## config.mk

```make
export PLATFORM = sky130hd
export DESIGN_NAME = sindoku_btn_conditioner
export DESIGN_NICKNAME = d
export VERILOG_FILES = /design/src/rtl/sindoku_btn_conditioner.sv
export SDC_FILE = /design/constraint.sdc
export NUM_CORES = 1
export LEC_CHECK = 0
export CAP_MARGIN = 20
export CORE_MARGIN = 2
export CORE_UTILIZATION = 31
export DETAILED_ROUTE_END_ITERATION = 6
export SYNTH_ARGS = -nofsm -noshare
export SYNTH_HDL_FRONTEND = slang
export SYNTH_SLANG_ARGS = --single-unit
```

## constraint.sdc

```tcl
create_clock -name Clk -period 2.1 [get_ports Clk]
set_input_delay 0.21 -clock Clk [delete_from_list [all_inputs] [get_ports Clk]]
set_output_delay 0.21 -clock Clk [all_outputs]
set_load 0.01 [all_outputs]
```

## src/rtl/sindoku_btn_conditioner.sv

```systemverilog
`default_nettype none
// ============================================================================
// Module   : sindoku_btn_conditioner
// Function : Pushbutton synchronizer/debouncer with single-press enable and
//            optional auto-repeat (enabled by macro SINDOKU_BTN_AUTOREPEAT_EN).
// Revision : 1.0 - initial release
// ============================================================================
module sindoku_btn_conditioner #(
  parameter int DB_CYC   = 1000000,
  parameter int RPT_DLY  = 50000000,
  parameter int RPT_RATE = 10000000
) (
  input  logic Clk,
  input  logic Reset_n,
  input  logic PB,
  output logic DPB,
  output logic SCEN,
  output logic MCEN
);

  // Counter is at least 28 bits and grows if a parameter would not fit.
  localparam int c_MAX_CNT = (DB_CYC > RPT_DLY) ?
                             ((DB_CYC > RPT_RATE) ? DB_CYC : RPT_RATE) :
                             ((RPT_DLY > RPT_RATE) ? RPT_DLY : RPT_RATE);
  localparam int c_CNT_W   = ($clog2(c_MAX_CNT + 1) > 28) ? $clog2(c_MAX_CNT + 1) : 28;

  localparam logic [c_CNT_W-1:0] c_ZERO    = '0;
  localparam logic [c_CNT_W-1:0] c_ONE     = c_CNT_W'(1);
  localparam logic [c_CNT_W-1:0] c_DB_LAST = c_CNT_W'(DB_CYC - 2);
`ifdef SINDOKU_BTN_AUTOREPEAT_EN
  localparam logic [c_CNT_W-1:0] c_DLY_LAST  = c_CNT_W'(RPT_DLY - 1);
  localparam logic [c_CNT_W-1:0] c_RATE_LAST = c_CNT_W'(RPT_RATE - 1);
`endif

  typedef enum logic [2:0] {
    IDLE         = 3'd0,
    QUAL_PRESS   = 3'd1,
    PRESS_PULSE  = 3'd2,
    HOLD         = 3'd3,
`ifdef SINDOKU_BTN_AUTOREPEAT_EN
    RPT_PULSE    = 3'd4,
    RPT_WAIT     = 3'd5,
`endif
    QUAL_RELEASE = 3'd6
  } state_t;

  logic               r_sync_meta;
  logic               r_pb_s;
  state_t             r_state;
  state_t             w_state_nxt;
  logic [c_CNT_W-1:0] r_cnt;
  logic [c_CNT_W-1:0] w_cnt_nxt;
  logic               r_dpb;
  logic               r_scen;
  logic               r_mcen;
  logic               w_dpb_nxt;
  logic               w_scen_nxt;
  logic               w_mcen_nxt;

  always_ff @(posedge Clk or negedge Reset_n) begin
    if (!Reset_n) begin
      r_sync_meta <= 1'b0;
      r_pb_s      <= 1'b0;
    end else begin
      r_sync_meta <= PB;
      r_pb_s      <= r_sync_meta;
    end
  end

  // In HOLD/RPT_WAIT the counter holds cycles elapsed since the last
  // repeat reference cycle; in the qualify states it counts samples seen.
  always_comb begin
    w_state_nxt = r_state;
    w_cnt_nxt   = r_cnt;
    unique case (r_state)
      IDLE: begin
        if (r_pb_s) begin
          w_state_nxt = QUAL_PRESS;
          w_cnt_nxt   = c_ZERO;
        end
      end
      QUAL_PRESS: begin
        if (!r_pb_s) begin
          w_state_nxt = IDLE;
          w_cnt_nxt   = c_ZERO;
        end else if (r_cnt == c_DB_LAST) begin
          w_state_nxt = PRESS_PULSE;
          w_cnt_nxt   = c_ZERO;
        end else begin
          w_cnt_nxt   = r_cnt + c_ONE;
        end
      end
      PRESS_PULSE: begin
        w_state_nxt = HOLD;
        w_cnt_nxt   = c_ONE;
      end
      HOLD: begin
        if (!r_pb_s) begin
          w_state_nxt = QUAL_RELEASE;
          w_cnt_nxt   = c_ZERO;
`ifdef SINDOKU_BTN_AUTOREPEAT_EN
        end else if (r_cnt == c_DLY_LAST) begin
          w_state_nxt = RPT_PULSE;
          w_cnt_nxt   = c_ZERO;
        end else begin
          w_cnt_nxt   = r_cnt + c_ONE;
`endif
        end
      end
`ifdef SINDOKU_BTN_AUTOREPEAT_EN
      RPT_PULSE: begin
        w_state_nxt = RPT_WAIT;
        w_cnt_nxt   = c_ONE;
      end
      RPT_WAIT: begin
        if (!r_pb_s) begin
          w_state_nxt = QUAL_RELEASE;
          w_cnt_nxt   = c_ZERO;
        end else if (r_cnt == c_RATE_LAST) begin
          w_state_nxt = RPT_PULSE;
          w_cnt_nxt   = c_ZERO;
        end else begin
          w_cnt_nxt   = r_cnt + c_ONE;
        end
      end
`endif
      QUAL_RELEASE: begin
        if (r_pb_s) begin
          // Bounce back: HOLD's first cycle becomes the new repeat reference.
          w_state_nxt = HOLD;
          w_cnt_nxt   = c_ZERO;
        end else if (r_cnt == c_DB_LAST) begin
          w_state_nxt = IDLE;
          w_cnt_nxt   = c_ZERO;
        end else begin
          w_cnt_nxt   = r_cnt + c_ONE;
        end
      end
      default: begin
        w_state_nxt = IDLE;
        w_cnt_nxt   = c_ZERO;
      end
    endcase
  end

  // Outputs are registered copies of the next-state decode, so each one is
  // a plain flop tracking the state register with no decode glitches.
  always_comb begin
    w_dpb_nxt  = (w_state_nxt != IDLE) && (w_state_nxt != QUAL_PRESS);
    w_scen_nxt = (w_state_nxt == PRESS_PULSE);
`ifdef SINDOKU_BTN_AUTOREPEAT_EN
    w_mcen_nxt = (w_state_nxt == PRESS_PULSE) || (w_state_nxt == RPT_PULSE);
`else
    w_mcen_nxt = (w_state_nxt == PRESS_PULSE);
`endif
  end

  always_ff @(posedge Clk or negedge Reset_n) begin
    if (!Reset_n) begin
      r_state <= IDLE;
      r_cnt   <= c_ZERO;
      r_dpb   <= 1'b0;
      r_scen  <= 1'b0;
      r_mcen  <= 1'b0;
    end else begin
      r_state <= w_state_nxt;
      r_cnt   <= w_cnt_nxt;
      r_dpb   <= w_dpb_nxt;
      r_scen  <= w_scen_nxt;
      r_mcen  <= w_mcen_nxt;
    end
  end

  assign DPB  = r_dpb;
  assign SCEN = r_scen;
  assign MCEN = r_mcen;

endmodule
`default_nettype wire

```

==> PnR_summary.wiki <==
{| class="wikitable"
! Metric !! Value
|-
| Status || complete, but fails checks
|-
| Failing checks || hold timing
|-
| Placed instance area || 2000 µm²
|-
| Worst setup EP type || flop
|-
| Internal power summed over all cells || 0.00106 W
|-
| CTS root buffer || sky130_fd_sc_hd__clkbuf_8
|-
| Cell area after synthesis || 1850 µm²
|-
| Peak-usage layer in the global routing report || met2
|-
| Peak fanout along the critical path || 15
|-
| Initial DRC count || 78
|-
| Wire length of the first global-routing pass || 6.66 mm
|-
| Top cells by count, synth || 35 x sky130_fd_sc_hd__dfrtp_1, 24 x sky130_fd_sc_hd__nor2_1, 15 x sky130_fd_sc_hd__xor2_1, 14 x sky130_fd_sc_hd__nand3_1, 12 x sky130_fd_sc_hd__nand2_1
|-
| Floorplan die width || 81.3 µm
|-
| Starting density of the core || 0.317
|-
| Number of standard cells in the layout, taps in and fillers out || 284
|-
| Synthesized-area fraction occupied by adder cells || 0.0135
|-
| Number of hold violations in the final report || 29
|-
| Floorplan Core Area || 5850 µm²
|-
| Part of the power in the clock network || 0.445
|-
| Buffer levels on the longest clock path || 2
|-
| Ant diodes || 0
|-
| Worst path required time || 2270 ps
|-
| Clock Latency Late Sink || 290 ps
|-
| Clock transition time at the flip-flop clock pins of the worst setup and hold paths || 80 ps
|-
| Power per cell area || 642 nW/µm²
|-
| Portion of total power attributed to sequential cells || 0.509
|-
| Setup repair after global routing missed its margin || false
|-
| Via count of the first global-routing pass || 1372
|-
| Mux contribution to synthesized area || 0
|-
| Syn. warnings || 0
|-
| Number of enable flip-flop cells after synthesis || 0
|-
| Die span in y || 81.3 µm
|-
| Hold-fix buffers, CTS || 0
|-
| Sequential-to-total area share from yosys stat || 0.473
|-
| Number of nets at the end of the flow || 213
|-
| DRC Markers || 0
|-
| Peak supply drop || 0.319 mV
|-
| Number of detailed-routing iterations run before antenna repair || 4
|-
| Number of antenna violations at the first check in global routing || 0
|-
| Period Utilization, post-route || 0.933
|-
| Final period demand of the worst path || 1960 ps
|-
| Slew Viols, Final || 0
|-
| Library cells used by synthesis || 37
|-
| Half-perimeter wire length of the detailed placement result || 2.59 mm
|-
| Total via count after detailed routing || 1415
|-
| GRT Total Usage || 0.133
|-
| Top-level I/O count || 6
|-
| Count of H-tree levels built during CTS || 2
|-
| Instance count after placement with tap cells included || 274
|-
| Path category of the worst min-delay check || in -> async
|-
| Worst setup skew after layout || 11.8 ps
|-
| GR Util met1 || 0.177
|-
| Total nets after synthesis || 200
|-
| Via/cell ratio || 4.98
|-
| Total power || 0.00138 W
|-
| Drt wl/cell || 13.3 µm
|-
| Post-synthesis share of cell area spent on xor and xnor gates || 0.104
|-
| Die Area || 6610 µm²
|-
| Layout Area Growth over Synthesis || 15.9%
|-
| Post-route cell area || 2150 µm²
|-
| Standard-cell rows || 28
|-
| Synth top area share || 0.473
|-
| Most area-consuming cells after synthesis || sky130_fd_sc_hd__dfrtp_1 47%, sky130_fd_sc_hd__xor2_1 7.1%, sky130_fd_sc_hd__nor2_1 4.9%
|-
| Layout cells sized above 1 || 0.129
|-
| Number of synthesized register bits || 35
|-
| Met2 track demand over resource || 0.208
|-
| Reported net switching power || 0.000319 W
|-
| # clock sinks || 35
|-
| Final setup violation count || 0
|-
| Simple-gate share of the synthesized area || 0.275
|-
| Compound-Gate Fraction of Synth Area || 0.0871
|-
| Final weighted congestion in routability-driven placement || 0.753
|-
| Lkg Pwr || 0.889 nW
|-
| Cell type contributing the most total cell area after synthesis || sky130_fd_sc_hd__dfrtp_1
|-
| Ys async rst share || 1.00
|-
| TritonCTS clock tree || built
|-
| CP startpoint kind || flop
|-
| Post-synthesis area per instance || 9.50 µm²
|-
| Worst Setup Path Type || reg -> reg
|-
| Dominant combinational cell family by area after synthesis || simple AND/OR/NAND/NOR gates
|-
| Met3 track utilization from global routing || 0.0378
|-
| Num CTS Buffers || 5
|-
| Most used flip-flop cell after synthesis || sky130_fd_sc_hd__dfrtp_1
|-
| Most frequent cell after synthesis || sky130_fd_sc_hd__dfrtp_1
|-
| Post-detailed-route count of antenna-violating nets || 0
|-
| Largest net degree at the start of global routing || 36
|-
| Worst slack on hold paths || -10.9 ps
|-
| Slew margin rel. || 0.490
|-
| Power share of the combinational group || 0.046
|-
| Critical Path AT || 2130 ps
|-
| Number of cells produced by synthesis || 195
|-
| IO buf count || 5
|-
| Max-cap viol count || 0
|-
| WL final || 3.77 mm
|-
| Actual transition at the worst max-transition pin || 764 ps
|-
| Achievable clock frequency || 511 MHz
|-
| Post-route setup TNS || 0 ps
|-
| Fraction of power spent switching nets || 0.231
|-
| Fillcell total || 576
|-
| Gr ovfl total || 0
|}
registers in the layout, indices dropped and copies added, names as in the netlist:
register,cells
r_state,3
r_cnt,28
DPB,1
MCEN,1
r_sync_meta,1
r_pb_s,1
logic make-up (layout without fill, tap and decap cells):
family	count (synthesis)	in the layout
fa+ha+maj	2	2
simple gates	92	92
buf+inv	18	32
flops	35	35
xor+xnor	22	22
compound gates	26	26
through the flow:
| stage | worst slack, ps | util |
|---|---|---|
| after floorplan | 395 | - |
| after global placement | 212 | 0.342 |
| after detailed placement | 129 | 0.342 |
| after CTS | 77.6 | 0.361 |
| after global routing | 30.4 | 0.367 |
| final | 141 | 0.367 |
placed cells by master (no fill, tap or decap), drive strengths merged, types with 3 or more instances in the layout:
| cell | netlist | final |
|---|---|---|
| dfrtp | 35 | 35 |
| nor2 | 24 | 24 |
| xor2 | 15 | 15 |
| nand3 | 14 | 14 |
| nand2 | 12 | 12 |
| buf | 9 | 12 |
| nand4 | 10 | 10 |
| o21ai | 9 | 9 |
| inv | 8 | 8 |
| xnor2 | 7 | 7 |
| nor4 | 5 | 5 |
| clkbuf | 1 | 5 |
| a21oi | 5 | 5 |
| and3 | 4 | 4 |
| clkdlybuf4s50 | 0 | 4 |
| nor4b | 4 | 4 |
| and4 | 4 | 4 |
| nor2b | 3 | 3 |
| a21boi | 3 | 3 |
worst paths after layout:
check,from,slack (ps),to,depth (start not counted)
max,r_cnt[0],140,r_cnt[15],8
min,Reset_n,-10,r_cnt[6],1
max reg2reg,r_cnt[0],140,r_cnt[15],8
min reg2reg,r_sync_meta,350,r_pb_s,0
max in group asynchronous,Reset_n,1620,r_cnt[17],1
min in group Clk,PB,350,r_sync_meta,1
power by group through the flow:
| stage | Sequential (W) | Combinational (W) | Clock [W] |
|---|---|---|---|
| 2_1_floorplan | 0.000710 | 0.0000370 | 0 |
| 3_3_place_gp | 0.000715 | 0.0000612 | 0 |
| 3_5_place_dp | 0.000715 | 0.0000621 | 0 |
| 4_1_cts | 0.000702 | 0.0000619 | 0.000629 |
| 5_1_grt | 0.000705 | 0.0000754 | 0.000661 |
| 6_report | 0.000703 | 0.0000632 | 0.000614 |
per-layer routing:
layer / share of wire / vias to the layer above
li1: - / 710
met1: 0.49 / 679
met2: 0.46 / 19
met3: 0.033 / 7
met4: 0.011 / 0
met5: 0 / -
worst max-delay path, stage by stage (launching register included):
cell,delay (ps)
sky130_fd_sc_hd__dfrtp_1,440
sky130_fd_sc_hd__inv_1,80
sky130_fd_sc_hd__ha_1,160
sky130_fd_sc_hd__nor4bb_2,230
sky130_fd_sc_hd__and4_2,320
sky130_fd_sc_hd__nand4_1,110
sky130_fd_sc_hd__a21oi_2,230
sky130_fd_sc_hd__buf_6,190
sky130_fd_sc_hd__nor2_1,60
timing repair:
action | in CTS | in global routing
gates resized for setup | 0 | 8
setup endpoints to repair | 0 | 26
endpoints found under the hold margin | 0 | 0
buffers inserted | 0 | 2
layout make-up:
cell class                 instances  area (µm²)  share of cell area
multi-input combinational        142         905               0.421
tap                               75        93.8              0.0437
clock inverter                     3        43.8              0.0204
sequential                        35         876               0.408
inverter                           8        30.0              0.0140
clock buffer                       5        68.8              0.0320
timing repair buffer              16         131              0.0612
No activity file was read; power rests on OpenSTA's default activity.
